<file path="src/rtl/serdes_tx_framer.sv">
// Transmit framer: small byte FIFO feeding an LSB-first serial shifter, one sync byte per burst.
// Build option SERDES_TX_PARITY_EN appends an even-parity bit after every data byte.
module serdes_tx_framer #(
    parameter int unsigned DEPTH      = 2,
    parameter logic [7:0]  SYNC_BYTE  = 8'hD5,
    parameter logic        IDLE_LEVEL = 1'b0
) (
    input  logic        clk,
    input  logic        rst,
    input  logic [7:0]  in_data,
    input  logic        in_valid,
    output logic        in_ready,
    output logic        tx_bit,
    output logic        tx_frame,
    output logic        byte_done,
    output logic [15:0] tx_count
);
    localparam int unsigned PtrW = $clog2(DEPTH);
    localparam int unsigned CntW = $clog2(DEPTH + 1);
`ifdef SERDES_TX_PARITY_EN
    localparam int unsigned BcW = 4;
    localparam logic [BcW-1:0] DataLast = 4'd8;
`else
    localparam int unsigned BcW = 3;
    localparam logic [BcW-1:0] DataLast = 3'd7;
`endif
    localparam logic [BcW-1:0] SyncLast = BcW'(7);

    typedef enum logic [1:0] {StIdle, StSync, StData} state_e;

    logic [7:0]      mem_q [DEPTH];
    logic [PtrW-1:0] wr_ptr_q, wr_ptr_d, rd_ptr_q, rd_ptr_d;
    logic [CntW-1:0] count_q, count_d;
    logic            push, pop, fifo_nonempty;
    logic [7:0]      head;

    state_e          state_q, state_d;
    logic [BcW-1:0]  bit_cnt_q, bit_cnt_d;
    logic [7:0]      shift_q, shift_d;
    logic            tx_bit_q, tx_bit_d;
    logic [15:0]     tx_count_q, tx_count_d;
    logic            last_bit;
`ifdef SERDES_TX_PARITY_EN
    logic            parity_q, parity_d;
`endif

    assign in_ready      = (count_q != CntW'(DEPTH));
    assign fifo_nonempty = (count_q != '0);
    assign push          = in_valid && in_ready;
    assign head          = mem_q[rd_ptr_q];

    // Pointers wrap naturally because DEPTH is a power of two.
    always_comb begin
        wr_ptr_d = wr_ptr_q;
        rd_ptr_d = rd_ptr_q;
        count_d  = count_q;
        if (push) begin
            wr_ptr_d = wr_ptr_q + PtrW'(1);
        end
        if (pop) begin
            rd_ptr_d = rd_ptr_q + PtrW'(1);
        end
        case ({push, pop})
            2'b10:   count_d = count_q + CntW'(1);
            2'b01:   count_d = count_q - CntW'(1);
            default: count_d = count_q;
        endcase
    end

    always_ff @(posedge clk) begin
        if (push) begin
            mem_q[wr_ptr_q] <= in_data;
        end
    end

    assign last_bit = (state_q == StSync) ? (bit_cnt_q == SyncLast) : (bit_cnt_q == DataLast);

    always_comb begin
        state_d    = state_q;
        bit_cnt_d  = bit_cnt_q + BcW'(1);
        shift_d    = {1'b0, shift_q[7:1]};
        tx_bit_d   = shift_q[0];
        tx_count_d = tx_count_q;
        pop        = 1'b0;
`ifdef SERDES_TX_PARITY_EN
        parity_d   = parity_q;
`endif
        case (state_q)
            StIdle: begin
                bit_cnt_d = '0;
                shift_d   = shift_q;
                tx_bit_d  = IDLE_LEVEL;
                if (fifo_nonempty) begin
                    state_d  = StSync;
                    shift_d  = {1'b0, SYNC_BYTE[7:1]};
                    tx_bit_d = SYNC_BYTE[0];
                end
            end
            StSync, StData: begin
                if (last_bit) begin
                    bit_cnt_d = '0;
                    if (state_q == StData) begin
                        tx_count_d = tx_count_q + 16'd1;
                    end
                    // Next byte follows with no gap cycle; sync only after idle.
                    if (fifo_nonempty) begin
                        pop      = 1'b1;
                        state_d  = StData;
                        shift_d  = {1'b0, head[7:1]};
                        tx_bit_d = head[0];
`ifdef SERDES_TX_PARITY_EN
                        parity_d = ^head;
`endif
                    end else begin
                        state_d  = StIdle;
                        tx_bit_d = IDLE_LEVEL;
                    end
                end
`ifdef SERDES_TX_PARITY_EN
                else if (state_q == StData && bit_cnt_q == 4'd7) begin
                    tx_bit_d = parity_q;
                end
`endif
            end
            default: begin
                state_d  = StIdle;
                tx_bit_d = IDLE_LEVEL;
            end
        endcase
    end

    always_ff @(posedge clk or posedge rst) begin
        if (rst) begin
            wr_ptr_q   <= '0;
            rd_ptr_q   <= '0;
            count_q    <= '0;
            state_q    <= StIdle;
            bit_cnt_q  <= '0;
            shift_q    <= '0;
            tx_bit_q   <= IDLE_LEVEL;
            tx_count_q <= '0;
`ifdef SERDES_TX_PARITY_EN
            parity_q   <= 1'b0;
`endif
        end else begin
            wr_ptr_q   <= wr_ptr_d;
            rd_ptr_q   <= rd_ptr_d;
            count_q    <= count_d;
            state_q    <= state_d;
            bit_cnt_q  <= bit_cnt_d;
            shift_q    <= shift_d;
            tx_bit_q   <= tx_bit_d;
            tx_count_q <= tx_count_d;
`ifdef SERDES_TX_PARITY_EN
            parity_q   <= parity_d;
`endif
        end
    end

    assign tx_bit    = tx_bit_q;
    assign tx_frame  = (state_q != StIdle);
    assign byte_done = (state_q == StData) && (bit_cnt_q == DataLast);
    assign tx_count  = tx_count_q;

endmodule

</file>
<file path="config.mk">
export PLATFORM = sky130hd
export DESIGN_NAME = serdes_tx_framer
export DESIGN_NICKNAME = d
export VERILOG_FILES = /design/src/rtl/serdes_tx_framer.sv
export SDC_FILE = /design/constraint.sdc
export NUM_CORES = 1
export LEC_CHECK = 0
export ABC_AREA = 1
export BUFFER_PORTS_ARGS = -buffer_cell sky130_fd_sc_hd__buf_2
export CORE_MARGIN = 5
export CORE_UTILIZATION = 51
export CTS_CLUSTER_SIZE = 16
export DETAILED_ROUTE_END_ITERATION = 7
export PLACE_DENSITY = 0.81
export SKIP_CTS_REPAIR_TIMING = 1
export SLEW_MARGIN = 20
export SYNTH_ARGS = -nofsm -noshare
export SYNTH_HDL_FRONTEND = slang
export SYNTH_SLANG_ARGS = --single-unit
</file>
<file path="constraint.sdc">
create_clock -name clk -period 1.85 [get_ports clk]
set_input_delay 0.0925 -clock clk [delete_from_list [all_inputs] [get_ports clk]]
set_output_delay 0.0925 -clock clk [all_outputs]
set_load 0.01 [all_outputs]
</file>
==> metrics.md <==
| Metric | Value |
|---|---|
| Number of antenna violations at the first check in global routing | `0` |
| Data arrival time of the worst path | `1.95 ns` |
| Net count after synthesis | `277` |
| Core area | `0.00441 mm^2` |
| Maximum cell stage delay along the critical path | `0.40 ns` |
| Number of H-tree levels | `2` |
| Synthesized flop and latch total | `49` |
| Cell seen most often among critical-path stages | `sky130_fd_sc_hd__ha_1` |
| Die Ht | `77.8 um` |
| Antenna-violating nets left | `0` |
| Die outline area | `0.00605 mm^2` |
| Most frequent cells in the layout | `sky130_fd_sc_hd__nand2_1 (69), sky130_fd_sc_hd__inv_1 (39), sky130_fd_sc_hd__dfrtp_1 (33), sky130_fd_sc_hd__buf_2 (30), sky130_fd_sc_hd__nor2_1 (27)` |
| Placed wire-length estimate after detailed placement | `3140 um` |
| Kind of start point of the critical path | `flip-flop` |
| First-pass DRT Iterations | `4` |
| Clock-pin slew on the worst setup and hold paths | `0.09 ns` |
| Gate count of the mapped netlist | `259` |
| Global-route wire length before repair | `7530 um` |
| Most frequent standard cell in the layout excluding fill and tap cells | `sky130_fd_sc_hd__nand2_1` |
| Bufs on Longest Clock Path | `2` |
| Multi-input gate area | `882 um^2` |
| Number of buffers created by CTS | `5` |
| LEAKAGE | `1.46 nW` |
| RSZ-0062 raised after global routing | `false` |
| Highest clock frequency the design can meet | `0.567 GHz` |
| Antenna diode count | `0` |
| Effective utilization at floorplan | `53.1%` |
| Number of maximum-capacitance violations | `0` |
| Final Critical Period | `1.76 ns` |
| Grt ovf | `0` |
| Yosys warns | `0` |
| Number of DRC markers in iteration 0 | `103` |
| Power after layout | `0.00330 W` |
| Total number of vias | `1793` |
| Number of port buffers | `30` |
| Layout Skew | `0.00845 ns` |
| Part of the Yosys area used for sequential elements | `55.7%` |
| Drt wl/cell | `12.5 um` |
| Worst-path cell chain | `ha_1 -> ha_2 -> nand2_2 -> nor2_4 -> ha_1 -> a21oi_1 -> o21ai_0 -> xor2_1` |
| Footprint of the flip-flops and latches | `0.00131 mm^2` |
| Drc violations | `0` |
| Max rail drop VDD | `0.000718 V` |
| Count of final setup violators | `0` |
| Maximum number of pins on one net before global-route repair | `34` |
| Clock root cell | `sky130_fd_sc_hd__clkbuf_8` |
| Final-report max-slew violation count | `0` |
| Cell area after technology mapping | `0.00234 mm^2` |
| Peak fanout along the critical path | `4` |
| Tightest Pin Transition | `0.446 ns` |
| Number of vias per cell | `4.93` |
| Filler instances | `358` |
| Max-slew headroom at the worst pin | `70.2%` |
| Layout net count | `329` |
| Portion of the clock cycle consumed by the worst path in the final layout | `95.3%` |
| Final Hold Fails | `0` |
| Placed standard-cell area | `0.00259 mm^2` |
| Kind of end point of the critical path | `flip-flop` |
| Status | `complete, no violations` |
| Master of the slowest instance on the critical path | `sky130_fd_sc_hd__dfrtp_1` |
| Required time worst endpoint | `2.04 ns` |
| Via count of the first global-routing pass | `1743` |
| Fraction of final layout cells sized beyond drive strength 1 | `19.6%` |
| Site Rows | `24` |
| IO Count | `31` |
| Pwr dens | `1160 mW/mm^2` |
| Clock tree from TritonCTS | `done` |
| Area growth from synthesis to layout | `21.3%` |
| Width of the die | `77.8 um` |
| Post-route design area | `0.00285 mm^2` |
| Total global-route track usage | `15.3%` |
| TritonCTS sink count | `49` |
| Classification of the worst setup path | `reg -> reg` |
| Type of the tightest min-delay check | `in -> reg` |
| Clk Latency, worst-skew pair | `0.30 ns` |
| Sum of routed wire length over all layers | `4560 um` |
| Number of distinct library cells after synthesis | `25` |
| Final RePlAce weighted congestion | `0.799` |
| Average footprint of a synthesized cell | `9.05 um^2` |
[kinds of logic after synthesis]
kind of cell	Yosys count	share of synthesized area, %
buf+inv	43	6.99
mux	1	0.427
xor+xnor	15	5.60
simple gates	123	22.9
fa+ha+maj	7	3.74
compound gates	21	4.59
flops	49	55.7
[layer usage]
| metal | global-route usage (%) | part of all wire (%) | up-vias |
|---|---|---|---|
| met2 | 26.6 | 52 | 50 |
| met1 | 18.6 | 41 | 820 |
| met5 | 0 | 0 | - |
| li1 | - | - | 917 |
| met4 | 4.12 | 1.0 | 0 |
| met3 | 4.17 | 5.8 | 6 |
[worst max-delay path: cells and delay by family, from the launching register on]
family / cells / cell delay [ns]
AO/OA/AOI/OAI: 2 / 0.21
XOR/XNOR: 1 / 0.15
adder cells (fa/ha/maj): 3 / 0.72
flip-flops: 1 / 0.40
AND/OR/NAND/NOR: 2 / 0.17
[cells in the mapped netlist]
| cell | instances | share of area (%) |
|---|---|---|
| sky130_fd_sc_hd__nand2_1 | 69 | 11 |
| sky130_fd_sc_hd__inv_1 | 39 | 6.2 |
| sky130_fd_sc_hd__dfrtp_1 | 33 | 35 |
| sky130_fd_sc_hd__nor2_1 | 27 | 4.3 |
| sky130_fd_sc_hd__edfxtp_1 | 16 | 20 |
| sky130_fd_sc_hd__o21ai_0 | 13 | 2.8 |
| sky130_fd_sc_hd__nand3_1 | 11 | 2.3 |
| sky130_fd_sc_hd__xor2_1 | 10 | 3.7 |
| sky130_fd_sc_hd__ha_1 | 7 | 3.7 |
| sky130_fd_sc_hd__a21oi_1 | 6 | 1.3 |
| sky130_fd_sc_hd__xnor2_1 | 5 | 1.9 |
| sky130_fd_sc_hd__nand4_1 | 4 | 1.1 |
| sky130_fd_sc_hd__nor2_2 | 4 | 1.1 |
| sky130_fd_sc_hd__buf_2 | 2 | 0.43 |
| sky130_fd_sc_hd__nand2_2 | 2 | 0.53 |
| sky130_fd_sc_hd__nor2_4 | 2 | 0.96 |
| sky130_fd_sc_hd__a31oi_1 | 1 | 0.27 |
| sky130_fd_sc_hd__clkbuf_1 | 1 | 0.16 |
| sky130_fd_sc_hd__inv_2 | 1 | 0.16 |
| sky130_fd_sc_hd__mux2i_1 | 1 | 0.43 |
| sky130_fd_sc_hd__nand2_4 | 1 | 0.48 |
| sky130_fd_sc_hd__nand3_2 | 1 | 0.43 |
| sky130_fd_sc_hd__nor3_2 | 1 | 0.43 |
| sky130_fd_sc_hd__o22ai_1 | 1 | 0.27 |
| sky130_fd_sc_hd__or2_2 | 1 | 0.27 |
[registers in the layout, summed over array words and instances, names as in the netlist]
| name | count |
|---|---|
| bit_cnt_q | 3 |
| count_q | 2 |
| mem_q | 16 |
| rd_ptr_q | 1 |
| shift_q | 7 |
| state_q | 2 |
| tx_bit | 1 |
| tx_count | 16 |
| wr_ptr_q | 1 |
[power breakdown]
group | switching [W] | internal (W) | leakage [nW]
sequential | 0.000135 | 0.00137 | 0.576
clock | 0.000350 | 0.000537 | 0.0681
combinational | 0.000569 | 0.000340 | 0.812
[metrics by stage]
step / setup WS [ns] / hold slack [ns] / setup TNS, ns / util [%] / instances
after floorplan: 0.0747 / 0.191 / 0 / - / 259
after CTS: -0.00214 / -0.125 / -0.00214 / 61.7 / 352
final: 0.0870 / 0.0519 / 0 / 64.5 / 364
after global routing: 0.0206 / 0.0699 / 0 / 64.5 / 364
after detailed placement: 0.0343 / 0.206 / 0 / 58.7 / 344
after global placement: 0.105 / 0.203 / 0 / 58.7 / 344
[final cells by class]
type	count	area share, %
flip-flops and latches	49	45.9
multi-input cells	167	31.0
repair buffers	48	10.8
inverters	40	5.28
clock buffers	5	2.42
clock inverters	3	2.29
well taps	52	2.29
[final timing paths]
path | start | to | slack (ns) | depth (start not counted)
hold / removal | in_valid | wr_ptr_q$_DFFE_PP0P_ | 0.05 | 3
min in group asynchronous | rst | tx_count[0]$_DFFE_PP0P_ | 0.41 | 4
max in group asynchronous | rst | tx_count[6]$_DFFE_PP0P_ | 1.14 | 4
hold reg to reg | bit_cnt_q[0]$_DFF_PP0_ | bit_cnt_q[0]$_DFF_PP0_ | 0.46 | 1
setup / recovery | bit_cnt_q[0]$_DFF_PP0_ | count_q[1]$_DFFE_PP0P_ | 0.09 | 8
setup reg to reg | bit_cnt_q[0]$_DFF_PP0_ | count_q[1]$_DFFE_PP0P_ | 0.09 | 8
Note: power is estimated with default switching activity, not from simulation.
